==> src/rtl/fetch_pkg.sv <==
// fetch_pkg: shared defaults and entry type for the instruction-fetch front end.
package fetch_pkg;
  localparam int DEF_XLEN = 64;
  localparam int DEF_ILEN = 32;
  localparam logic [63:0] DEF_RESET_PC = 64'h0;
  localparam int INSTR_BYTES = 4;
  typedef struct packed {
    logic [DEF_XLEN-1:0] pc;
    logic [DEF_ILEN-1:0] instr;
  } fetch_entry_t;
endpackage

==> src/rtl/sync_fifo.sv <==
// sync_fifo: DEPTH x W synchronous FIFO with flush (priority over push/pop) and occupancy count.
module sync_fifo #(
  parameter int DEPTH = 4,
  parameter int W = 8,
  parameter logic [W-1:0] INIT = '0
) (
  input  logic                     clk,
  input  logic                     reset,
  input  logic                     flush,
  input  logic                     push,
  input  logic [W-1:0]             push_data,
  input  logic                     pop,
  output logic [W-1:0]             head,
  output logic [$clog2(DEPTH):0]   count
);
  localparam int AW = $clog2(DEPTH);
  localparam logic [AW:0] FULL = (AW+1)'(DEPTH);
  logic [W-1:0] mem_q [DEPTH];
  logic [W-1:0] mem_d [DEPTH];
  logic [AW-1:0] rd_q, rd_d, wr_q, wr_d;
  logic [AW:0] count_q, count_d;
  always_comb begin
    mem_d = mem_q;
    rd_d = rd_q;
    wr_d = wr_q;
    count_d = count_q;
    if (flush) begin
      rd_d = '0;
      wr_d = '0;
      count_d = '0;
    end else begin
      if (push) begin
        mem_d[wr_q] = push_data;
        wr_d = wr_q + 1'b1;
      end
      if (pop) rd_d = rd_q + 1'b1;
      count_d = count_q + (AW+1)'(push) - (AW+1)'(pop);
    end
  end
  always_ff @(posedge clk) begin
    if (!reset) begin
      rd_q <= '0;
      wr_q <= '0;
      count_q <= '0;
      for (int i = 0; i < DEPTH; i++) mem_q[i] <= INIT;
    end else begin
      rd_q <= rd_d;
      wr_q <= wr_d;
      count_q <= count_d;
      mem_q <= mem_d;
    end
  end
  // The issuer's credit accounting must make a push into a full FIFO impossible.
  always_ff @(posedge clk) begin
    if (reset && !flush && push) assert (count_q != FULL) else $error("sync_fifo push while full");
  end
  assign head = mem_q[rd_q];
  assign count = count_q;
endmodule

==> src/rtl/fetch_queue.sv <==
// fetch_queue: owns the fetch PC, issues in-order imem requests with credit-based flow
// control and buffers returned instructions with their PCs for the IF/ID stage.
module fetch_queue
  import fetch_pkg::*;
#(
  parameter int DEPTH = 4,
  parameter int XLEN = DEF_XLEN,
  parameter int ILEN = DEF_ILEN,
  parameter logic [XLEN-1:0] RESET_PC = XLEN'(DEF_RESET_PC)
) (
  input  logic            clk,
  input  logic            reset,
  input  logic            redirect_valid,
  input  logic [XLEN-1:0] redirect_pc,
  output logic            imem_req_valid,
  output logic [XLEN-1:0] imem_req_addr,
  input  logic            imem_req_ready,
  input  logic            imem_rsp_valid,
  input  logic [ILEN-1:0] imem_rsp_data,
  output logic            inst_valid,
  output logic [ILEN-1:0] inst_data,
  output logic [XLEN-1:0] inst_pc,
  input  logic            inst_ready
);
  localparam int CW = $clog2(DEPTH) + 1;
  localparam logic [CW:0] CAP = (CW+1)'(DEPTH);
  localparam logic [XLEN-1:0] STEP = XLEN'(INSTR_BYTES);
  logic [XLEN-1:0] fetch_pc_q, fetch_pc_d, rsp_pc_q, rsp_pc_d;
  logic [CW-1:0] inflight_q, inflight_d, drop_cnt_q, drop_cnt_d, count;
  logic req_fire, push, pop;
  logic [XLEN+ILEN-1:0] head;
  always_comb begin
    imem_req_valid = reset && !redirect_valid && ({1'b0, count} + {1'b0, inflight_q} < CAP);
    imem_req_addr = fetch_pc_q;
    inst_valid = (count != '0) && !redirect_valid;
    {inst_pc, inst_data} = head;
    req_fire = imem_req_valid && imem_req_ready;
    push = imem_rsp_valid && !redirect_valid && (drop_cnt_q == '0);
    pop = inst_valid && inst_ready;
    // No request fires during a redirect, so this also yields inflight - rsp on redirect.
    inflight_d = inflight_q + CW'(req_fire) - CW'(imem_rsp_valid);
    drop_cnt_d = redirect_valid ? inflight_q - CW'(imem_rsp_valid)
                                : drop_cnt_q - CW'(imem_rsp_valid && drop_cnt_q != '0);
    fetch_pc_d = redirect_valid ? redirect_pc : req_fire ? fetch_pc_q + STEP : fetch_pc_q;
    rsp_pc_d = redirect_valid ? redirect_pc : push ? rsp_pc_q + STEP : rsp_pc_q;
  end
  always_ff @(posedge clk) begin
    if (!reset) begin
      fetch_pc_q <= RESET_PC;
      rsp_pc_q <= RESET_PC;
      inflight_q <= '0;
      drop_cnt_q <= '0;
    end else begin
      fetch_pc_q <= fetch_pc_d;
      rsp_pc_q <= rsp_pc_d;
      inflight_q <= inflight_d;
      drop_cnt_q <= drop_cnt_d;
    end
  end
  sync_fifo #(
    .DEPTH(DEPTH),
    .W(XLEN + ILEN),
    .INIT({RESET_PC, ILEN'(0)})
  ) u_fifo (
    .clk(clk),
    .reset(reset),
    .flush(redirect_valid),
    .push(push),
    .push_data({rsp_pc_q, imem_rsp_data}),
    .pop(pop),
    .head(head),
    .count(count)
  );
endmodule
==> config.mk <==
export PLATFORM = sky130hd
export DESIGN_NAME = fetch_queue
export DESIGN_NICKNAME = d
export VERILOG_FILES = /design/src/rtl/fetch_pkg.sv /design/src/rtl/sync_fifo.sv /design/src/rtl/fetch_queue.sv
export SDC_FILE = /design/constraint.sdc
export NUM_CORES = 1
export LEC_CHECK = 0
export CAP_MARGIN = 20
export CORE_ASPECT_RATIO = 0.75
export CORE_MARGIN = 2
export CORE_UTILIZATION = 32
export CTS_CLUSTER_SIZE = 14
export DETAILED_ROUTE_END_ITERATION = 7
export HOLD_SLACK_MARGIN = 0.06
export PLACE_DENSITY_LB_ADDON = 0.15
export SETUP_SLACK_MARGIN = 0.15
export SYNTH_ARGS = -nofsm -noshare
export SYNTH_HDL_FRONTEND = slang
export SYNTH_SLANG_ARGS = --single-unit
==> constraint.sdc <==
create_clock -name clk -period 9.7 [get_ports clk]
set_input_delay 1.94 -clock clk [delete_from_list [all_inputs] [get_ports clk]]
set_output_delay 1.94 -clock clk [all_outputs]
set_load 0.01 [all_outputs]
==> summary.txt <==
Run status
  • Outcome: complete, no violations

Worst hold path
  • WHS Endpoint: u_fifo.mem_q[172]
  • Worst hold stages: 2
  • Min-delay src: u_fifo.mem_q[172]
  • Worst Hold Class: reg -> reg

Yosys
  • Synth top area cells: dfxtp_1 (45%), nand2_1 (14%), mux4_2 (9.2%), a21oi_1 (9.1%), clkbuf_1 (3.0%)
  • Number of synthesized flops with an enable pin: 0
  • Syn Inst Count: 2824
  • Ys flop type: dfxtp_1
  • Synthesized flop and latch total: 525
  • Post-synth top area share: 44.8%
  • Sequential area share after synthesis: 44.8%
  • Post-synthesis cell type count: 72
  • Yosys warns: 0
  • Post-synth top area cell: dfxtp_1
  • Mapped Avg Cell Area: 8.31 um2
  • Post-Syn Area: 23500 um2
  • Async SR Flop Fraction: 0%
  • Synth Net Count: 2944

Clock tree
  • Clk buf depth: 3
  • Hold Buf Count CTS: 0
  • Clk sinks: 525
  • Clk pin slew, worst setup/hold paths: 0.06 ns
  • Clk_lat worst skew: 0.63 ns
  • Num CTS Buffers: 56
  • Post-cts resize count: 0
  • CTS tree: built
  • # H-tree levels: 2
  • Post-CTS setup buffers: 0
  • CTS root buf: clkbuf_16

Die
  • Die area: 75500 um2
  • Die H: 238 um
  • Die Wd: 317 um
  • Placement Rows: 85
  • Initial Utilization: 32.5%
  • Core Footprint: 72100 um2
  • IO Count: 264

Setup path
  • CP top delay family: buffers and inverters
  • Reg2reg start: u_fifo.count[2]
  • Crit-path slowest cell: buf_2
  • Largest stage delay, worst path: 0.64 ns
  • CP max FO: 41
  • Buf+Inv Stages, Crit Path: 3
  • CP Capture Type: primary output
  • Worst path required time: 7.76 ns
  • Crit Path Class: in -> out
  • R2R cell count: 9
  • Worst r2r dst: imem_req_addr[41]
  • Reg2reg setup slack: 6.09 ns
  • Crit-path cells: buf_2 -> buf_4 -> nor2_1 -> clkdlybuf4s50_1
  • Crit path launch type: input pin
  • Arrival @ worst endpoint: 3.77 ns

STA
  • Slew @ Worst Pin: 1.09 ns
  • Period minus WS final: 5.71 ns
  • Worst Skew: 0.0172 ns
  • RSZ-0062 raised after global routing: no
  • Final slew viol count: 0
  • Setup TNS: 0 ns
  • Rel. slew slack: 27.6%
  • Fin crit share: 58.9%
  • Hold Fails Final Rpt: 0
  • Count of final setup violators: 0
  • FMAX: 175 MHz

Global routing
  • Largest net degree at the start of global routing: 101
  • Antenna violations before repair: 0
  • Grt ovf: 0
  • Total track usage: 21.7%
  • Vias in the first global route: 20400
  • Global-route wire length before repair: 125000 um

Drt
  • Antenna Nets Post-Route: 0
  • Detailed router's first-iteration violation count: 1826
  • Initial DRT Pass Iterations: 6
  • Vias/cell: 5.34
  • # DRC: 0
  • Avg WL per Cell: 21.3 um
  • Post-Route WL: 83800 um
  • DR vias: 21000

Layout
  • Area of the multi-input gates: 12000 um2
  • Share of layout cells above drive strength 1: 8.48%
  • Commonest cells after routing, fill and taps aside: nand2_1 (882), dfxtp_1 (523), a21oi_1 (425)
  • Commonest non-fill, non-tap cell in the layout: nand2_1
  • Fill cells: 7214
  • Final nets: 3046
  • Final Util: 39.6%
  • Reg area: 10500 um2
  • Syn-to-layout area delta: 21.7%

Placed design
  • # port buffers: 263
  • Final RePlAce weighted congestion: 0.869
  • Placed wire-length estimate: 52300 um

Power
  • Leakage Power: 8.95 nW
  • VDD IR max: 0.124 mV
  • PwrDens: 177 nW/um2

Job
  • Max Cap Violations: 0
==> per-layer routing <==
layer,part of all wire [%],GRT usage (%),up-vias
met4,2.5,6.20,0
met5,0,0,-
met3,6.1,3.42,124
met1,46,30.2,10300
met2,46,34.6,664
li1,-,-,9877
==> how the worst max path moves through the flow <==
stage / start / end / slack, ns / cells past startpoint
after global routing: redirect_valid / inst_valid / 3.87 / 4
after global placement: redirect_valid / inst_valid / 4.03 / 4
after CTS: redirect_valid / inst_valid / 4.01 / 4
after floorplan: reset / inflight_q[2] / 5.01 / 15
after detailed placement: redirect_valid / inst_valid / 4.01 / 4
final: redirect_valid / inst_valid / 3.99 / 4
==> area by class of cell <==
class                      count  share of cell area (%)
inverter                      32                   0.456
antenna                        1                 0.00877
multi-input combinational   2029                    42.0
clock buffer                  84                    5.91
tap                          957                    4.20
timing repair buffer         282                    9.70
sequential                   525                    36.9
clock inverter                18                   0.881
==> sequential cells by signal, indices dropped and copies added (netlist names) <==
signal	cells
drop_cnt_q	3
u_fifo.rd_q	2
inflight_q	3
u_fifo.mem_q	384
rsp_pc_q	64
imem_req_addr	64
u_fifo.wr_q	2
u_fifo.count	3
==> kinds of logic (layout without fill, tap and decap cells) <==
| logic type | after synthesis | in the layout | synth area share [%] |
|---|---|---|---|
| mux | 102 | 102 | 9.50 |
| buf+inv | 270 | 416 | 4.49 |
| fa+ha+maj | 18 | 18 | 1.02 |
| xor+xnor | 86 | 86 | 3.21 |
| compound gates | 626 | 626 | 14.8 |
| other cells | 0 | 1 | 0 |
| simple gates | 1197 | 1197 | 22.2 |
| flops | 525 | 525 | 44.8 |
==> through the flow <==
stage | std cells | power (mW) | setup slack (ns) | hold slack, ns | instance area, um2
5_1_grt | 3927 | 5.23 | 3.87 | 0.469 | 28500
3_5_place_dp | 3825 | 2.81 | 4.01 | 0.443 | 26600
3_3_place_gp | 3825 | 2.80 | 4.03 | 0.438 | 26600
2_1_floorplan | 2824 | 2.56 | 5.01 | 0.433 | 23500
4_1_cts | 3927 | 5.09 | 4.01 | 0.452 | 28500
6_report | 3928 | 5.04 | 3.99 | 0.451 | 28500
==> report_power, final <==
group	leakage (nW)	total, mW	switching, mW	internal, mW
sequential	4.26	2.31	0.0961	2.22
combinational	3.73	0.449	0.256	0.193
clock	0.960	2.28	0.944	1.33
total	8.95	5.04	1.30	3.74
==> synth_stat cells, types with 31 or more instances <==
| cell | number |
|---|---|
| a21boi_0 | 52 |
| a21oi_1 | 425 |
| clkbuf_1 | 186 |
| dfxtp_1 | 525 |
| inv_1 | 31 |
| mux4_2 | 96 |
| nand2_1 | 886 |
| nand3_1 | 55 |
| nand4_1 | 41 |
| nor2_1 | 62 |
| nor3_1 | 34 |
| o21ai_0 | 70 |
| xnor2_1 | 49 |
| xor2_1 | 37 |
==> worst min-delay path, stage by stage (launching register included) <==
cell     delay (ns)
dfxtp_1        0.31
nand2_1        0.05
a21oi_1        0.05
(Power assumes the default switching activity.)
